--- config.mk ---
export PLATFORM = sky130hd
export DESIGN_NAME = sum_seq_ctrl
export DESIGN_NICKNAME = d
export VERILOG_FILES = /design/src/rtl/sum_seq_pkg.sv /design/src/rtl/add4_cin.sv /design/src/rtl/sum_seq_ctrl.sv
export SDC_FILE = /design/constraint.sdc
export NUM_CORES = 1
export LEC_CHECK = 0
export ABC_AREA = 1
export ABC_CLOCK_PERIOD_IN_PS = 2900
export BUFFER_PORTS_ARGS = -buffer_cell sky130_fd_sc_hd__buf_2
export CAP_MARGIN = 20
export CORE_AREA = 2 2 92 139
export CTS_CLUSTER_SIZE = 8
export DETAILED_ROUTE_END_ITERATION = 10
export DIE_AREA = 0 0 94 141
export GPL_ROUTABILITY_DRIVEN = 0
export PLACE_DENSITY = 0.47
export REMOVE_ABC_BUFFERS = 1
export SYNTH_ARGS = -nofsm -noshare
export SYNTH_HDL_FRONTEND = slang
export SYNTH_HIERARCHICAL = 1
export SYNTH_SLANG_ARGS = --single-unit
--- constraint.sdc ---
create_clock -name clk -period 2.9 [get_ports clk]
set_clock_uncertainty 0.1 [all_clocks]
set_input_delay 0.29 -clock clk [delete_from_list [all_inputs] [get_ports clk]]
set_output_delay 0.29 -clock clk [all_outputs]
set_load 0.01 [all_outputs]
--- src/rtl/sum_seq_pkg.sv ---
// Shared types and constants for the nibble-serial add/subtract sequencer.
package sum_seq_pkg;

    typedef enum logic [1:0] {IDLE, RUN, DONE} sum_seq_state_t;

    localparam int unsigned NIB_W = 4;

endpackage

--- src/rtl/add4_cin.sv ---
// Combinational 4-bit ripple adder with live carry-in, built from full-adder cells.
module add4_cin
    import sum_seq_pkg::*;
(
    input  logic [NIB_W-1:0] a,
    input  logic [NIB_W-1:0] b,
    input  logic             ci,
    output logic [NIB_W-1:0] s,
    output logic             co
);

    logic [NIB_W:0] c;

    assign c[0] = ci;

    for (genvar i = 0; i < NIB_W; i++) begin : g_fa
        assign s[i]   = a[i] ^ b[i] ^ c[i];
        assign c[i+1] = (a[i] & b[i]) | (c[i] & (a[i] ^ b[i]));
    end

    assign co = c[NIB_W];

endmodule

--- src/rtl/sum_seq_ctrl.sv ---
// Nibble-serial add/subtract sequencer: one shared 4-bit adder slice walks the
// operands LSB nibble first, carrying between nibbles through a register.
module sum_seq_ctrl
    import sum_seq_pkg::*;
#(
    parameter int unsigned WIDTH = 16
) (
    input  logic             clk,
    input  logic             rst_n,
    input  logic             start,
    input  logic             op_sub,
    input  logic [WIDTH-1:0] a,
    input  logic [WIDTH-1:0] b,
    output logic             busy,
    output logic             done,
    output logic [WIDTH-1:0] sum,
    output logic             cout,
    output logic             ovf
);

    localparam int unsigned NIB   = WIDTH / NIB_W;
    localparam int unsigned IDX_W = $clog2(NIB);
    localparam logic [IDX_W-1:0] LAST_IDX = IDX_W'(NIB - 1);

    sum_seq_state_t state_q, state_d;

    logic [WIDTH-1:0] a_q, b_q, sum_q;
    logic             carry_q, cout_q, ovf_q;
    logic [IDX_W-1:0] idx_q;

    logic [NIB_W-1:0] slice_a, slice_b, slice_s;
    logic             slice_co;
    logic             accept, last;

    assign accept = (state_q == IDLE) && start;
    assign last   = (state_q == RUN) && (idx_q == LAST_IDX);

    assign slice_a = a_q[idx_q*NIB_W +: NIB_W];
    assign slice_b = b_q[idx_q*NIB_W +: NIB_W];

    add4_cin u_add4 (
        .a  (slice_a),
        .b  (slice_b),
        .ci (carry_q),
        .s  (slice_s),
        .co (slice_co)
    );

    always_ff @(posedge clk or negedge rst_n) begin
        if (!rst_n) begin
            state_q <= IDLE;
        end else begin
            state_q <= state_d;
        end
    end

    always_comb begin
        state_d = state_q;
        unique case (state_q)
            IDLE:    if (start) state_d = RUN;
            RUN:     if (last) state_d = DONE;
            DONE:    state_d = IDLE;
            default: state_d = IDLE;
        endcase
    end

    always_comb begin
        busy = (state_q != IDLE);
        done = (state_q == DONE);
    end

    // Subtraction is A + ~B + 1: invert B at latch time and seed the carry.
    always_ff @(posedge clk or negedge rst_n) begin
        if (!rst_n) begin
            a_q     <= '0;
            b_q     <= '0;
            sum_q   <= '0;
            carry_q <= 1'b0;
            cout_q  <= 1'b0;
            ovf_q   <= 1'b0;
            idx_q   <= '0;
        end else if (accept) begin
            a_q     <= a;
            b_q     <= op_sub ? ~b : b;
            carry_q <= op_sub;
            idx_q   <= '0;
            sum_q   <= '0;
            cout_q  <= 1'b0;
            ovf_q   <= 1'b0;
        end else if (state_q == RUN) begin
            sum_q[idx_q*NIB_W +: NIB_W] <= slice_s;
            carry_q                     <= slice_co;
            if (idx_q == LAST_IDX) begin
                cout_q <= slice_co;
                ovf_q  <= (a_q[WIDTH-1] == b_q[WIDTH-1]) && (slice_s[NIB_W-1] != a_q[WIDTH-1]);
            end else begin
                idx_q <= idx_q + 1'b1;
            end
        end
    end

    assign sum  = sum_q;
    assign cout = cout_q;
    assign ovf  = ovf_q;

endmodule

== After elaboration in Yosys (flattened, before gate mapping) ==
Cells that the tools add are included.
Storage, ports and cells
  register bits: 55
  input bits: 36
  output and inout port bits: 20
  logic and storage cells: 71
Cells by class
  $add $sub $neg: 2
  equal/unequal tests: 8
  shifts and indexed selects: 4
  multiplexer cells: 18
  bitwise logic cells: 21
  reductions and logical operators: 10
Operator list (number)
  16-bit two-way mux: 3
  4-bit negation with 34-bit output: 1
  4-bit by 34-bit variable shift with 16-bit output, first input constant: 1
  4-bit by 34-bit indexed part select with 16-bit output: 1
  16-bit by 5-bit indexed part select with 4-bit output: 2
  16-bit bitwise mux: 1
  16-bit NOT: 1
  2-bit two-way mux: 5
  1-bit bitwise AND: 8
  1-bit two-way mux: 8
  1-bit XOR: 8
  2-bit inequality test, second input constant: 3
  2-bit AND reduction: 3
  2-bit nonzero test: 3
  2-bit == test, second input constant: 2
  1-bit bitwise OR: 4
  2-bit one-hot mux with 2 select lines: 1
  1-bit logical AND: 3
  2-bit by 1-bit adder with 2-bit output, second input constant: 1
  2-bit by 1-bit == test with 1-bit output, second input constant: 1
  2-bit zero test: 1
  1-bit == test: 1
  1-bit inequality test: 1

== Depth between registers and ports, before layout ==
  depth in word-level cells: 14
  depth in mapped cells: 17
  depth with buffers taken out: 16

== By module ==
The synthesis kept the hierarchy.
By module, submodules not included
  sum_seq_ctrl: instances 1, cells an instance 337, area each 2844.0 µm², sequential area each 1376.3 µm²
  add4_cin: instances 1, cells an instance 14, area each 117.6 µm², sequential area each 0.0 µm²

== Worst setup path after synthesis ==
No wires, ideal clock.
  path kind: register to register
  from: reg idx_q[1]
  to: reg sum_q[15] (netlist: sum[15])
  library setup time: 0.065 ns
  arrival: 2.837 ns
  data required time: 2.735 ns
  setup slack: -0.102 ns
  cell stages (with the launch flop): 17
  path buffers: 1
  period minus slack after synthesis: 3.002 ns
  cell sequence: dfrtp_1 -> clkbuf_1 -> inv_1 -> o21ai_0 -> o22ai_1 -> fa_1 -> inv_1 -> fa_1 -> inv_1 -> fa_1 -> inv_1 -> fa_1 -> inv_1 -> nand3_1 -> nor2_1 -> nand2_1 -> nand2_1
Between the ends
  word-level cells in the longest chain between the ends: 13
  elaborated cells between the ends (all ways): 25
  classes of those cells: add/sub (1); shift (4); mux (3); bitwise (17)
Ends and longest elaborated chain
  start, declared: line sum_seq_ctrl.sv:29  | logic [IDX_W-1:0] idx_q;
  start signal, assigned: line sum_seq_ctrl.sv:97  | idx_q <= idx_q + 1'b1;
  16-bit by 5-bit indexed part select with 4-bit output *: line sum_seq_ctrl.sv:38  | assign slice_a = a_q[idx_q*NIB_W +: NIB_W];
  via slice_a[0]: line sum_seq_ctrl.sv:31  | logic [NIB_W-1:0] slice_a, slice_b, slice_s;
  1-bit XOR: line add4_cin.sv:18  | assign c[i+1] = (a[i] & b[i]) | (c[i] & (a[i] ^ b[i]));
  1-bit bitwise AND: line add4_cin.sv:18
  1-bit bitwise OR *: line add4_cin.sv:18
  1-bit bitwise AND *: line add4_cin.sv:18
  1-bit bitwise OR *: line add4_cin.sv:18
  1-bit bitwise AND *: line add4_cin.sv:18
  1-bit bitwise OR *: line add4_cin.sv:18
  1-bit XOR *: line add4_cin.sv:17  | assign s[i] = a[i] ^ b[i] ^ c[i];
  via slice_s[3]: line sum_seq_ctrl.sv:31
  4-bit by 34-bit indexed part select with 16-bit output *: line sum_seq_ctrl.sv:91  | sum_q[idx_q*NIB_W +: NIB_W] <= slice_s;
  16-bit bitwise mux *: line sum_seq_ctrl.sv:91
  16-bit two-way mux *: line sum_seq_ctrl.sv:90  | end else if (state_q == RUN) begin
  16-bit two-way mux *: line sum_seq_ctrl.sv:82  | end else if (accept) begin
  end signal, assigned by index: line sum_seq_ctrl.sv:91
  end, declared: line sum_seq_ctrl.sv:27  | logic [WIDTH-1:0] a_q, b_q, sum_q;
The timed path passes the listed nets; every way through them passes the cells marked *. The select of a mux whose other input is x is not followed.
A chain may end at the register's enable or synchronous reset.

== Final worst setup path ==
  from: reg idx_q[0]
  to: reg sum_q[11] (netlist: sum[11])
Between the ends
  word-level cells in the longest chain between the ends: 13
  elaborated cells between the ends (all ways): 25
  classes of those cells: add/sub (1); shift (4); mux (3); bitwise (17)
Ends and longest elaborated chain
  16-bit by 5-bit indexed part select with 4-bit output *: line sum_seq_ctrl.sv:39  | assign slice_b = b_q[idx_q*NIB_W +: NIB_W];
  via slice_b[0]: line sum_seq_ctrl.sv:31
  1-bit XOR: line add4_cin.sv:18
  1-bit bitwise AND: line add4_cin.sv:18
  1-bit bitwise OR *: line add4_cin.sv:18
  1-bit bitwise AND *: line add4_cin.sv:18
  1-bit bitwise OR *: line add4_cin.sv:18
  1-bit bitwise AND *: line add4_cin.sv:18
  1-bit bitwise OR *: line add4_cin.sv:18
  1-bit XOR *: line add4_cin.sv:17
  via slice_s[3]: line sum_seq_ctrl.sv:31
  4-bit by 34-bit indexed part select with 16-bit output *: line sum_seq_ctrl.sv:91
  16-bit bitwise mux *: line sum_seq_ctrl.sv:91
  16-bit two-way mux *: line sum_seq_ctrl.sv:90
  16-bit two-way mux *: line sum_seq_ctrl.sv:82
Marks and branches as above.

==> metrics.log <==
[metrics] status: finished clean
[metrics] Worst Setup Start Kind: flop
[metrics] power density over the cells: 1200 nW/um^2
[metrics] number of cells on the worst reg-to-reg path: 15
[metrics] total detailed-routing wirelength: 7250 um
[metrics] IO Pins: between 50 and 60
[metrics] filler instances: about 1300
[metrics] # setup viols final: 0
[metrics] Distinct cells, synth: 24
[metrics] maximum cell stage delay along the critical path: ~470 ps
[metrics] layout cells sized above 1: 0.309
[metrics] maximum resistive drop on vdd: 0.448 mV
[metrics] clock transition at the registers of the reported paths: approximately 70 ps
[metrics] part of the cycle the worst path needs: 0.993
[metrics] leakage power: 1.83 nW
[metrics] most common cell after layout, fill and taps aside: sky130_fd_sc_hd__nand2_1
[metrics] cell depth of the worst setup path: 15
[metrics] DP HPWL: approximately 5200 um
[metrics] dpl cells: about 560
[metrics] Max Cap Violations: 0
[metrics] number of pins exceeding their max-slew limit in the final report: 0
[metrics] number of levels the H-tree was split into: 2
[metrics] initial drt markers: roughly 140
[metrics] number of standard cells after synthesis: around 350
[metrics] maximum number of pins on one net before global-route repair: 69
[metrics] cells along the critical path: buf_6 -> o21ai_2 -> o22ai_2 -> fa_2 -> inv_2 -> fa_2 -> inv_2 -> fa_2 -> inv_2 -> fa_1 -> inv_2 -> nand3_2 -> nor2_1 -> nor2_1 -> nor2_1
[metrics] endpoint arrival time on the critical path: between 3000 and 4000 ps
[metrics] Syn-to-layout area delta: 23.4%
[metrics] count of hold buffers inserted by post-cts repair: 0
[metrics] Max Buffers Root-to-Sink: 2
[metrics] library cell used as clock root buffer: sky130_fd_sc_hd__clkbuf_16
[metrics] Worst EP required: between 3000 and 4000 ps
[metrics] reg-to-reg endpoint: sum[11]
[metrics] vias per inst: roughly 4.2
[metrics] netlist area before placement: 2960 um^2
[metrics] number of DRC violations after detailed routing: 0
[metrics] Layout Utilization: 0.300
[metrics] number of endpoints with negative hold slack in the final report: 0
[metrics] Die ar.: about 13000 um^2
[metrics] Pre-Repair DR Iteration Count: 4
[metrics] via count of the first global-routing pass: about 2500
[metrics] standard cell with the maximum stage delay on the critical path: sky130_fd_sc_hd__dfrtp_2
[metrics] leftover overflow at the end of global routing: 0
[metrics] GRT Resource Usage Total: 0.117
[metrics] Die W: between 90 and 100 um
[metrics] core outline area: around 12000 um^2
[metrics] DRT antenna net count: 0
[metrics] number of nets in the finished design: 456
[metrics] most frequent cells in the layout: sky130_fd_sc_hd__nand2_1 (92), sky130_fd_sc_hd__buf_2 (55), sky130_fd_sc_hd__dfrtp_1 (53)
[metrics] clock buffer count from CTS: 5
[metrics] number of inserted diodes: 0
[metrics] kind of end point of the critical path: flop
[metrics] post-route cell area: about 3700 um^2
[metrics] cell family with the largest share of critical-path delay: adder cells
[metrics] RSZ-0062 raised after global routing: yes
[metrics] flops & latches, synth: 55
[metrics] initial antenna violation count: 0
[metrics] achievable clock frequency: 347 MHz
[metrics] height of the die: around 140 um
[metrics] critical path start-end classification: flop to flop
[metrics] Period minus WS final: 2880 ps
[metrics] first-pass GRT wire length: between 10000 and 15000 um
[metrics] vias after detailed routing: around 2400
[metrics] syn avg cell area: approximately 8.4 um^2
[metrics] count of synthesis-stage warnings from yosys: 6
[metrics] later-pin clock latency in the skew report: between 200 and 300 ps
[metrics] start point of the critical path: idx_q[0]
[metrics] number of standard cells in the final layout excluding fillers: between 500 and 600
[metrics] post-synthesis sequential area ratio: 0.465
[metrics] Initial Util: 0.243
[metrics] worst reg-to-reg setup slack: ~20 ps
[metrics] transition time of the tightest slew-check pin: about 800 ps
[metrics] TritonCTS clock tree: yes
[metrics] Std-Cell Rows: 50
[metrics] maximum fanout count along the critical path: 5
[metrics] Slew headroom: 0.454
[metrics] worst reg2reg path startpoint: idx_q[0]
[metrics] mean routed wirelength per cell: approximately 13 um
[metrics] overall power of the completed layout: between 4 and 5 mW
[metrics] Bufs and invs on worst path: 5
[metrics] critical path endpoint: sum[11]
[metrics] Placed Area: 3390 um^2
[metrics] most common cell type on the critical path: sky130_fd_sc_hd__inv_2
[metrics] Num Clock Sinks: 55
[metrics] quantity of I/O buffers inserted on ports: 55
[metrics] Worst Hold Class: input port to asynchronous set/reset pin
-- worst min-delay path by stage --
| stage | to | slack, ps | from |
|---|---|---|---|
| floorplan | a_q[0] | -110 | rst_n |
| global placement | a_q[5] | 360 | a_q[5] |
| detailed placement | a_q[5] | 360 | a_q[5] |
| CTS | cout | 60 | rst_n |
| global route | a_q[2] | 90 | a[2] |
| finish | sum[14] | 20 | rst_n |
-- registers in the layout (all words and copies together) (netlist names) --
signal and count:
sum 16, ovf 1, b_q 16, cout 1
a_q 16, state_q 2, carry_q 1, idx_q 2
-- area by class of cell --
| class | count | area, um^2 | area share |
|---|---|---|---|
| flip-flops and latches | 55 | 1380 | 0.377 |
| multi-input cells | 250 | 1410 | 0.384 |
| clock inverters | 2 | 35.0 | 0.00958 |
| repair buffers | 68 | 388 | 0.106 |
| inverters | 30 | 115 | 0.0315 |
| clock buffers | 6 | 139 | 0.0380 |
| well taps | 156 | 195 | 0.0534 |
-- routing by layer --
| layer | GRT usage | up-vias | share of wire |
|---|---|---|---|
| met3 | 0.0187 | 8 | 0.029 |
| met1 | 0.135 | 1124 | 0.42 |
| met4 | 0.0458 | 0 | 0.021 |
| li1 | - | 1224 | - |
| met2 | 0.213 | 37 | 0.53 |
| met5 | 0 | - | 0 |
-- what timing repair did --
item | 4_1_cts | 5_1_grt
setup endpoints to repair | 5 | 5
gates resized for setup | 22 | 11
setup buffers | 2 | 0
pin swaps | 10 | 4
-- stage by stage --
stage | setup WS [ps] | hold slack, ps | TNS, ps
2_1_floorplan | -528 | -106 | -2880
3_3_place_gp | -80.5 | 362 | -311
3_5_place_dp | -213 | 360 | -1020
4_1_cts | -8.69 | 59.6 | -8.69
5_1_grt | -136 | 88.6 | -584
6_report | 20.4 | 21.2 | 0
-- cells in the mapped netlist (all sizes together) --
cell	number	area share
nor2	38	0.053
o22ai	8	0.017
ha	6	0.025
buf	15	0.039
dfrtp	55	0.46
fa	4	0.027
o21ai	41	0.082
xnor2	16	0.047
nand3	30	0.057
clkinv	1	0.0013
nand3b	1	0.0025
clkbuf	1	0.0013
a21oi	1	0.0017
nand2	105	0.14
inv	29	0.037
-- cell families (layout without fill, tap and decap cells) --
family | after synthesis | after routing | share of synthesized area
AND/OR/NAND/NOR | 174 | 174 | 0.256
flip-flops | 55 | 55 | 0.465
AO/OA/AOI/OAI | 50 | 50 | 0.101
buffers and inverters | 46 | 106 | 0.0786
XOR/XNOR | 16 | 16 | 0.0473
adder cells (fa/ha/maj) | 10 | 10 | 0.0524
-- report_power, final --
part,total (mW),internal (mW),switching (mW)
registers,1.31,1.08,0.232
logic,2.39,0.941,1.44
clock network,0.704,0.430,0.274
total,4.40,2.45,1.95
Power figures use the tool's default switching activity.
